### config.mk
export PLATFORM = sky130hd
export DESIGN_NAME = imem_loader
export DESIGN_NICKNAME = d
export VERILOG_FILES = /design/src/rtl/imem_loader_pkg.sv /design/src/rtl/imem_loader_len_enc.sv /design/src/rtl/imem_loader.sv
export SDC_FILE = /design/constraint.sdc
export NUM_CORES = 1
export LEC_CHECK = 0
export CAP_MARGIN = 0
export CORE_UTILIZATION = 39
export CTS_BUF_LIST = sky130_fd_sc_hd__clkbuf_2
export DETAILED_ROUTE_END_ITERATION = 12
export PLACE_DENSITY = 0.67
export SYNTH_ARGS = -nofsm -noshare
export SYNTH_HDL_FRONTEND = slang
export SYNTH_HIERARCHICAL = 1
export SYNTH_SLANG_ARGS = --single-unit
### constraint.sdc
create_clock -name clk -period 5.2 [get_ports clk]
set_clock_uncertainty 0.1 [all_clocks]
set_input_delay 1.04 -clock clk [delete_from_list [all_inputs] [get_ports clk]]
set_output_delay 1.04 -clock clk [all_outputs]
set_load 0.02 [all_outputs]
### src/rtl/imem_loader_pkg.sv
// Shared Y86-64 instruction constants used by both the fetch-side decode and the
// instruction-memory loader.
package imem_loader_pkg;

  localparam logic [3:0] IHALT   = 4'h0;
  localparam logic [3:0] INOP    = 4'h1;
  localparam logic [3:0] IRRMOVQ = 4'h2;
  localparam logic [3:0] IIRMOVQ = 4'h3;
  localparam logic [3:0] IRMMOVQ = 4'h4;
  localparam logic [3:0] IMRMOVQ = 4'h5;
  localparam logic [3:0] IOPQ    = 4'h6;
  localparam logic [3:0] IJXX    = 4'h7;
  localparam logic [3:0] ICALL   = 4'h8;
  localparam logic [3:0] IRET    = 4'h9;
  localparam logic [3:0] IPUSHQ  = 4'hA;
  localparam logic [3:0] IPOPQ   = 4'hB;

  localparam logic [3:0] RNONE = 4'hF;

  localparam int unsigned MEM_SIZE_DEFAULT = 2048;

  typedef enum logic {
    ST_IDLE,
    ST_EMIT
  } state_t;

endpackage

### src/rtl/imem_loader_len_enc.sv
// Combinational icode classifier: validity, register byte, constant word and
// total encoded length. Encoder-side mirror of the fetch decode.
module instr_len_enc
  import imem_loader_pkg::*;
(
  input  logic [3:0] i_icode,
  output logic       o_valid,
  output logic       o_need_regids,
  output logic       o_need_valc,
  output logic [3:0] o_len
);

  always_comb begin
    o_valid       = (i_icode <= IPOPQ);
    o_need_regids = i_icode inside {IRRMOVQ, IIRMOVQ, IRMMOVQ, IMRMOVQ, IOPQ, IPUSHQ, IPOPQ};
    o_need_valc   = i_icode inside {IIRMOVQ, IRMMOVQ, IMRMOVQ, IJXX, ICALL};
    o_len         = '0;
    if (o_valid) begin
      o_len = 4'd1 + (o_need_regids ? 4'd1 : 4'd0) + (o_need_valc ? 4'd8 : 4'd0);
    end
  end

endmodule

### src/rtl/imem_loader.sv
// Encodes one decoded Y86-64 instruction per handshake into its byte form and
// streams the bytes, one per cycle, into the instruction-memory write port.
module imem_loader
  import imem_loader_pkg::*;
#(
  parameter int unsigned MEM_SIZE = MEM_SIZE_DEFAULT,
  parameter int unsigned ADDR_W   = 64
) (
  input  logic              clk,
  input  logic              rst_n,
  input  logic              pc_load,
  input  logic [ADDR_W-1:0] pc_in,
  input  logic              in_valid,
  output logic              in_ready,
  input  logic [3:0]        icode,
  input  logic [3:0]        ifun,
  input  logic [3:0]        rA,
  input  logic [3:0]        rB,
  input  logic [63:0]       valC,
  output logic              wr_en,
  output logic [ADDR_W-1:0] wr_addr,
  output logic [7:0]        wr_data,
  output logic [ADDR_W-1:0] next_pc,
  output logic              busy,
  output logic              instr_err,
  output logic              imem_error
);

  localparam int unsigned AW1 = ADDR_W + 1;

  logic          w_valid;
  logic          w_need_regids;
  logic          w_need_valc;
  logic [3:0]    w_len;
  logic [63:0]   w_valc;
  logic [79:0]   w_buf;
  logic [AW1-1:0] w_end;
  logic          w_overflow;

  state_t            r_state;
  logic [ADDR_W-1:0] r_next_pc;
  logic [3:0]        r_idx;
  logic [3:0]        r_len;
  logic [79:0]       r_buf;
  logic              r_wr_en;
  logic [ADDR_W-1:0] r_wr_addr;
  logic [7:0]        r_wr_data;
  logic              r_instr_err;
  logic              r_imem_error;

  instr_len_enc u_len_enc (
    .i_icode       (icode),
    .o_valid       (w_valid),
    .o_need_regids (w_need_regids),
    .o_need_valc   (w_need_valc),
    .o_len         (w_len)
  );

  // Byte 0 sits in the low byte; the EMIT state shifts the buffer down one byte per write.
  always_comb begin
    w_valc     = w_need_valc ? valC : '0;
    w_buf      = w_need_regids ? {w_valc, rA, rB, icode, ifun}
                               : {8'h00, w_valc, icode, ifun};
    w_end      = {1'b0, r_next_pc} + AW1'(w_len);
    w_overflow = (w_end > AW1'(MEM_SIZE));
  end

  always_ff @(posedge clk or negedge rst_n) begin
    if (!rst_n) begin
      r_state      <= ST_IDLE;
      r_next_pc    <= '0;
      r_idx        <= '0;
      r_len        <= '0;
      r_buf        <= '0;
      r_wr_en      <= 1'b0;
      r_wr_addr    <= '0;
      r_wr_data    <= '0;
      r_instr_err  <= 1'b0;
      r_imem_error <= 1'b0;
    end else begin
      r_wr_en      <= 1'b0;
      r_instr_err  <= 1'b0;
      r_imem_error <= 1'b0;
      case (r_state)
        ST_IDLE: begin
          if (pc_load) begin
            r_next_pc <= pc_in;
          end else if (in_valid) begin
            if (!w_valid) begin
              r_instr_err <= 1'b1;
            end else if (w_overflow) begin
              r_imem_error <= 1'b1;
            end else begin
              r_buf   <= w_buf;
              r_len   <= w_len;
              r_idx   <= '0;
              r_state <= ST_EMIT;
            end
          end
        end
        ST_EMIT: begin
          r_wr_en   <= 1'b1;
          r_wr_addr <= r_next_pc + ADDR_W'(r_idx);
          r_wr_data <= r_buf[7:0];
          r_buf     <= {8'h00, r_buf[79:8]};
          if (r_idx == r_len - 4'd1) begin
            r_next_pc <= r_next_pc + ADDR_W'(r_len);
            r_idx     <= '0;
            r_state   <= ST_IDLE;
          end else begin
            r_idx <= r_idx + 4'd1;
          end
        end
        default: r_state <= ST_IDLE;
      endcase
    end
  end

  assign in_ready   = (r_state == ST_IDLE) && !pc_load;
  assign busy       = (r_state == ST_EMIT);
  assign wr_en      = r_wr_en;
  assign wr_addr    = r_wr_addr;
  assign wr_data    = r_wr_data;
  assign next_pc    = r_next_pc;
  assign instr_err  = r_instr_err;
  assign imem_error = r_imem_error;

endmodule

Word-level counts from Yosys, hierarchy flattened
Cells that the tools add are included.
- $add $sub $neg: 7
- muxes and demuxes: 35
- $lt $le $gt $ge: 2
- bitwise logic cells: 3
- reductions and logical operators: 7
- equal/unequal tests: 16
- operators by type and width (cell ; count):
    $mux W80 ; 5
    $mux W64 ; 3
    $pmux W80 S2 ; 1
    $add A64 B4 Y64 ; 2
    $pmux W64 S2 ; 1
    $add A64 B4 Y65 ; 1
    $gt A65 B12 Y1 const B ; 1
    $mux W4 ; 7
    $eq A4 B3 Y1 const B ; 4
    $mux W1 ; 16
    $eq A4 B4 Y1 const B ; 3
    $ne A2 B2 Y1 const B ; 5
    $eq A4 B2 Y1 const B ; 2
    $pmux W4 S2 ; 1
    $reduce_bool A7 Y1 ; 1
    $reduce_and A5 Y1 ; 1
    $reduce_bool A5 Y1 ; 1
    $add A1 B4 Y4 const A ; 1
    $add A4 B1 Y4 const B ; 1
    $add A4 B4 Y4 ; 1
    $eq A4 B4 Y1 ; 1
    $le A4 B4 Y1 const B ; 1
    $reduce_and A4 Y1 ; 1
    $sub A4 B1 Y4 const B ; 1
    6 further kinds ; 8
- logic and storage cells: 80
- output and inout port bits: 141
- input port bits: 148
- register bits after elaboration: 228

Longest topological paths before layout
- depth in word-level cells: 13
- gate-level depth with buffers: 16
- mapped depth without buffers: 13

Modules after synthesis
Netlist, hierarchy kept.
- by module, submodules not included (module ; seq. area each (µm²) ; instances ; cells an instance ; area an instance (µm²)):
    imem_loader ; 5705.5 ; 1 ; 1721 ; 15129.5
    instr_len_enc ; 0.0 ; 1 ; 12 ; 86.3

Least setup slack after synthesis
Ideal clock, no wire load.
- path type: input -> register
- start: input port icode[2]
- end: register r_len[0]
- cell stages on the path: 14
- data required time: 4973 ps
- setup time: 127 ps
- arrival time: 4537 ps
- slack: 436 ps
- buffers on the path: 2
- cells stage by stage: or4b_1 -> o21ai_0 -> ha_1 -> a211o_1 -> nand4_1 -> o31a_1 -> nor3_1 -> o211ai_1 -> or4_1 -> nor4_4 -> and4_1 -> buf_4 -> buf_12 -> mux2_1
- longest elaborated chain between the ends: 10
- elaborated cells on any way between the ends: 21
- classes of those cells: add/sub (3); order compare (2); eq/ne (9); mux (3); bitwise (1); reduce/logical (3)
- RTL lines (element ; line ; RTL):
    from (decl) ; imem_loader.sv:15 ; input logic [3:0] icode,
    $eq A4 B2 Y1 (tied with other cells) ; imem_loader_len_enc.sv:15 ; o_need_regids = i_icode inside {IRRMOVQ, IIRMOVQ, IRMMOVQ, IMRMOVQ, IOPQ, IPUSHQ, IPOPQ};
    $reduce_bool A7 Y1 ; imem_loader_len_enc.sv:15 ;
    $mux W1 ; imem_loader_len_enc.sv:19 ; o_len = 4'd1 + (o_need_regids ? 4'd1 : 4'd0) + (o_need_valc ? 4'd8 : 4'd0);
    $add A1 B4 Y4 ; imem_loader_len_enc.sv:19 ;
    $add A4 B4 Y4 ; imem_loader_len_enc.sv:19 ;
    $mux W4 (*) ; imem_loader_len_enc.sv:18 ; if (o_valid) begin
    net w_len[3] ; imem_loader.sv:34 ; logic [3:0] w_len;
    $add A64 B4 Y65 (*) ; imem_loader.sv:64 ; w_end = {1'b0, r_next_pc} + AW1'(w_len);
    $gt A65 B12 Y1 (*) ; imem_loader.sv:65 ; w_overflow = (w_end > AW1'(MEM_SIZE));
    $not A1 Y1 (no line) (*) ; -- ;
    $reduce_and A5 Y1 (no line) (*) ; -- ;
    to (signal assigned) ; imem_loader.sv:95 ; r_len <= w_len;
    to (decl) ; imem_loader.sv:43 ; logic [3:0] r_len;
Mark *: on every way through the listed nets, which the timed path passes. The rest lies on a longest branch.
A chain may end at the register's enable or synchronous reset.

Worst setup path in the final report
- start: input port icode[1]
- end: register r_buf[33]
- longest elaborated chain between the ends: 10
- elaborated cells on any way between the ends: 29
- classes of those cells: add/sub (3); order compare (2); eq/ne (11); mux (10); reduce/logical (3)
- RTL lines (element ; line ; RTL):
    $eq A4 B2 Y1 (tied with other cells) ; imem_loader_len_enc.sv:15 ;
    $reduce_bool A7 Y1 ; imem_loader_len_enc.sv:15 ;
    $mux W1 ; imem_loader_len_enc.sv:19 ;
    $add A1 B4 Y4 ; imem_loader_len_enc.sv:19 ;
    $add A4 B4 Y4 ; imem_loader_len_enc.sv:19 ;
    $mux W4 (*) ; imem_loader_len_enc.sv:18 ;
    net w_len[3] ; imem_loader.sv:34 ;
    $add A64 B4 Y65 (*) ; imem_loader.sv:64 ;
    $gt A65 B12 Y1 (*) ; imem_loader.sv:65 ;
    $ne A2 B2 Y1 (no line) (*) ; -- ;
    $reduce_and A4 Y1 (no line) (*) ; -- ;
    to (signal assigned) ; imem_loader.sv:94 ; r_buf <= w_buf;
    to (signal assigned) ; imem_loader.sv:105 ; r_buf <= {8'h00, r_buf[79:8]};
    to (decl) ; imem_loader.sv:44 ; logic [79:0] r_buf;
Mark *: on every way through the listed nets, which the timed path passes. The rest lies on a longest branch. The select of a mux whose other input is x is not followed.

==> results.py <==
metrics = {
    "sta": {
        "rsz0062_at_grt": "false",
        "fin_crit_sh_pct": 94.8,
        "setup_violations": 0,
        "fin_crit_ns": 4.93,
        "drv_slew": 0,
        "finalHoldViolCount": 0,
        "fmax_mhz": 203,
        "relSlewSlack_pct": 21.5,
        "tightest_slew_ns": 1.17,
    },
    "setup_path": {
        "r2r_cells": 11,
        "r2r_slack_ns": 0.59,
        "worstPathCellList": "clkdlybuf4s50_1 -> or4b_1 -> o21ai_0 -> ha_1 -> buf_4 -> nor2_1 -> nor2_1 -> nand3_1 -> buf_4 -> nor4_1 -> xnor2_1 -> nand4_1 -> nor4_2 -> buf_4 -> and4_4 -> buf_4 -> mux2i_1",
        "cpLargestDelayFamily": "simple AND/OR/NAND/NOR gates",
        "cp_slowest_cell": "or4b_1",
        "worstReg2RegStart": "next_pc[28]$_DFFE_PN0P_",
        "cp-start-kind": "input port",
        "reg2reg_to": "r_buf[33]$_DFFE_PN0P_",
        "max_stage_delay_ns": 0.56,
        "crit_buf_inv": 5,
        "path_class": "in -> reg",
        "arrival_ns": 5.65,
        "crit_fanout": 11,
        "crit_top_cell": "buf_4",
        "cp-end-kind": "flop",
        "crit_required_ns": 5.93,
    },
    "yosys": {
        "synth_common_cells": "dfrtp_1 (228), a21oi_1 (175), nand2_1 (175)",
        "async_flop_share_pct": 100,
        "ys.flop_type": "dfrtp_1",
        "synth.most_common_cell": "dfrtp_1",
        "synth_cell_types": 78,
        "synth-seq-cells": 228,
        "yosysTopAreaCellShare_pct": 37.5,
        "ys_warn_count": 6,
        "synthCells": 1733,
        "synth_top_area_cell": "dfrtp_1",
        "netlist_area_um2": 15200,
        "synth_fp_nets": 1898,
        "syn_area_per_cell_um2": 8.78,
        "seq_area_frac_synth_pct": 37.5,
        "synth_edf_count": 0,
        "synth.area.top_cells": "dfrtp_1 (37%), mux2i_1 (7.6%), a21oi_1 (5.8%)",
    },
    "flow_run": {
        "maxCapViolCount": 0,
    },
    "cells_and_area": {
        "multi_input_area_um2": 8760,
        "final_nets": 2221,
        "utilization_pct": 51.5,
        "drive_gt1_share_pct": 15.1,
        "areaGrowthSynthToFinish_pct": 28.7,
        "ff_latch_area_um2": 5710,
        "fillCellCount": 3704,
    },
    "min_path": {
        "hold_depth": 1,
        "worstHoldStart": "r_buf[79]$_DFFE_PN0P_",
        "hp-class": "reg -> reg",
        "hold-path-endpoint": "r_buf[79]$_DFFE_PN0P_",
    },
    "clock_network": {
        "clkLatencyLatePin_ns": 0.98,
        "cts_tree": "done",
        "h-tree-depth": 3,
        "cts_made_buffers": 66,
        "hold_buffers": 1,
        "cts_root_buf": "clkbuf_2",
        "path_clk_slew_ns": 0.10,
        "clockBufferDepth": 3,
        "cts.sinks": 228,
        "cts-resized-gates": 0,
        "post_cts_buffers": 0,
    },
    "power_and_ir_drop": {
        "power.density_nw_per_um2": 218,
        "irDropWorstVdd_uv": 115,
        "leakage_nw": 7.29,
        "power_w": 0.00426,
    },
    "global_routing": {
        "antenna_found_initial": 5,
        "use_met3_pct": 7.81,
        "overflow": 0,
        "busiest_layer": "met2",
        "grt_max_degree": 154,
        "grt.total_usage_pct": 31.8,
        "grt_pass1_wl_um": 94500,
        "met1_usage_pct": 41.5,
        "grt_pass1_vias": 15200,
        "grtUsageMet2_pct": 49.4,
    },
    "routing": {
        "via_per_inst": 5.90,
        "routed_wl_um": 63300,
        "drtAntennaViolNets": 0,
        "routedWlPerCell_um": 24.2,
        "drc": 0,
        "num_vias": 15500,
        "drt_iter0_markers": 1469,
        "dr.pass1.iters": 7,
    },
    "die": {
        "design.die.area_um2": 39800,
        "core-area_um2": 38000,
        "fp.dieH_um": 200,
        "initial_core_util_pct": 40.0,
        "die_x_um": 200,
        "rows": 71,
        "ios": 289,
    },
    "place": {
        "place_congestion": 1.04,
        "dp_hpwl_um": 47200,
        "port_buffers": 288,
    },
    "run_status": {
        "status": "complete, no violations",
    },
}
[flip-flops by register name, summed over array words and instances (netlist names)]
| name | cells |
|---|---|
| imem_error | 1 |
| r_idx | 4 |
| r_buf | 80 |
| busy | 1 |
| r_len | 4 |
| wr_addr | 64 |
| wr_data | 8 |
| instr_err | 1 |
| wr_en | 1 |
| next_pc | 64 |
[metrics by stage]
| step | setup TNS, ns | setup slack [ns] | hold slack, ns | cell area (um2) | instances |
|---|---|---|---|---|---|
| after global routing | 0 | 0.0377 | 0.411 | 19600 | 2615 |
| after CTS | 0 | 0.386 | 0.404 | 19600 | 2612 |
| after floorplan | 0 | 0.436 | 0.366 | 15200 | 1733 |
| after global placement | -40.94 | -0.511 | 0.374 | 19000 | 2498 |
| final | 0 | 0.271 | 0.398 | 19600 | 2617 |
| after detailed placement | -44.68 | -0.573 | 0.382 | 19000 | 2498 |
[placed cells by master, fill, tap and decap left out, types with 9 or more instances in the layout]
cell	netlist	final
a21oi_1	175	175
a221o_1	16	16
a22o_1	10	10
and2_1	25	25
and3_1	10	10
and4_1	25	24
buf_4	8	107
clkbuf_2	1	96
clkdlybuf4s50_1	0	287
dfrtp_1	228	227
ha_1	14	14
inv_1	25	25
mux2_2	72	72
mux2i_1	116	116
nand2_1	175	175
nand3_1	51	51
nand4_1	70	70
nor2_1	164	163
nor2b_1	9	9
nor3_1	51	50
nor4_1	27	25
o21ai_0	71	70
o22ai_1	17	17
xnor2_1	57	57
xor2_1	41	41
[per-layer routing]
metal	part of all wire [%]	wire (um)
met3	9.1	5780
met2	45	28500
met4	4.2	2690
met5	0	0
met1	42	26300
[kinds of logic (layout without fill, tap and decap cells)]
logic type | count (synthesis) | count (layout) | synth area share, %
AOI/OAI and AO/OA | 369 | 369 | 14.9
xor gates and xnor gates | 98 | 98 | 5.64
adders and majority gates | 17 | 17 | 1.55
buffers and inverters | 170 | 538 | 5.25
DFF | 228 | 228 | 37.5
muxes | 192 | 192 | 13.3
other | 1 | 6 | 0.0246
and+or+nand+nor | 658 | 658 | 21.9
[layout make-up]
cell class	count	share of cell area, %
antenna	5	0.0639
multi-input combinational	1335	44.7
clock buffer	96	2.45
tap	511	3.27
sequential	228	29.2
timing repair buffer	400	19.3
clock inverter	17	0.511
inverter	25	0.479
[how the worst max path moves through the flow]
stage / from / to / cells after the start / slack, ns
3_3_place_gp: icode[1] / r_buf[60]$_DFFE_PN0P_ / 17 / -0.51
2_1_floorplan: icode[2] / r_len[0]$_DFFE_PN0P_ / 14 / 0.44
3_5_place_dp: icode[1] / r_buf[54]$_DFFE_PN0P_ / 17 / -0.57
4_1_cts: icode[1] / r_buf[33]$_DFFE_PN0P_ / 17 / 0.39
6_report: icode[1] / r_buf[33]$_DFFE_PN0P_ / 17 / 0.27
5_1_grt: icode[1] / r_buf[30]$_DFFE_PN0P_ / 17 / 0.04
[power by group]
group | total (W) | internal, W | switching (W)
registers | 0.00197 | 0.00182 | 0.000157
logic | 0.000907 | 0.000408 | 0.000498
clock network | 0.00138 | 0.000543 | 0.000836
total | 0.00426 | 0.00277 | 0.00149
Power figures use the tool's default switching activity.
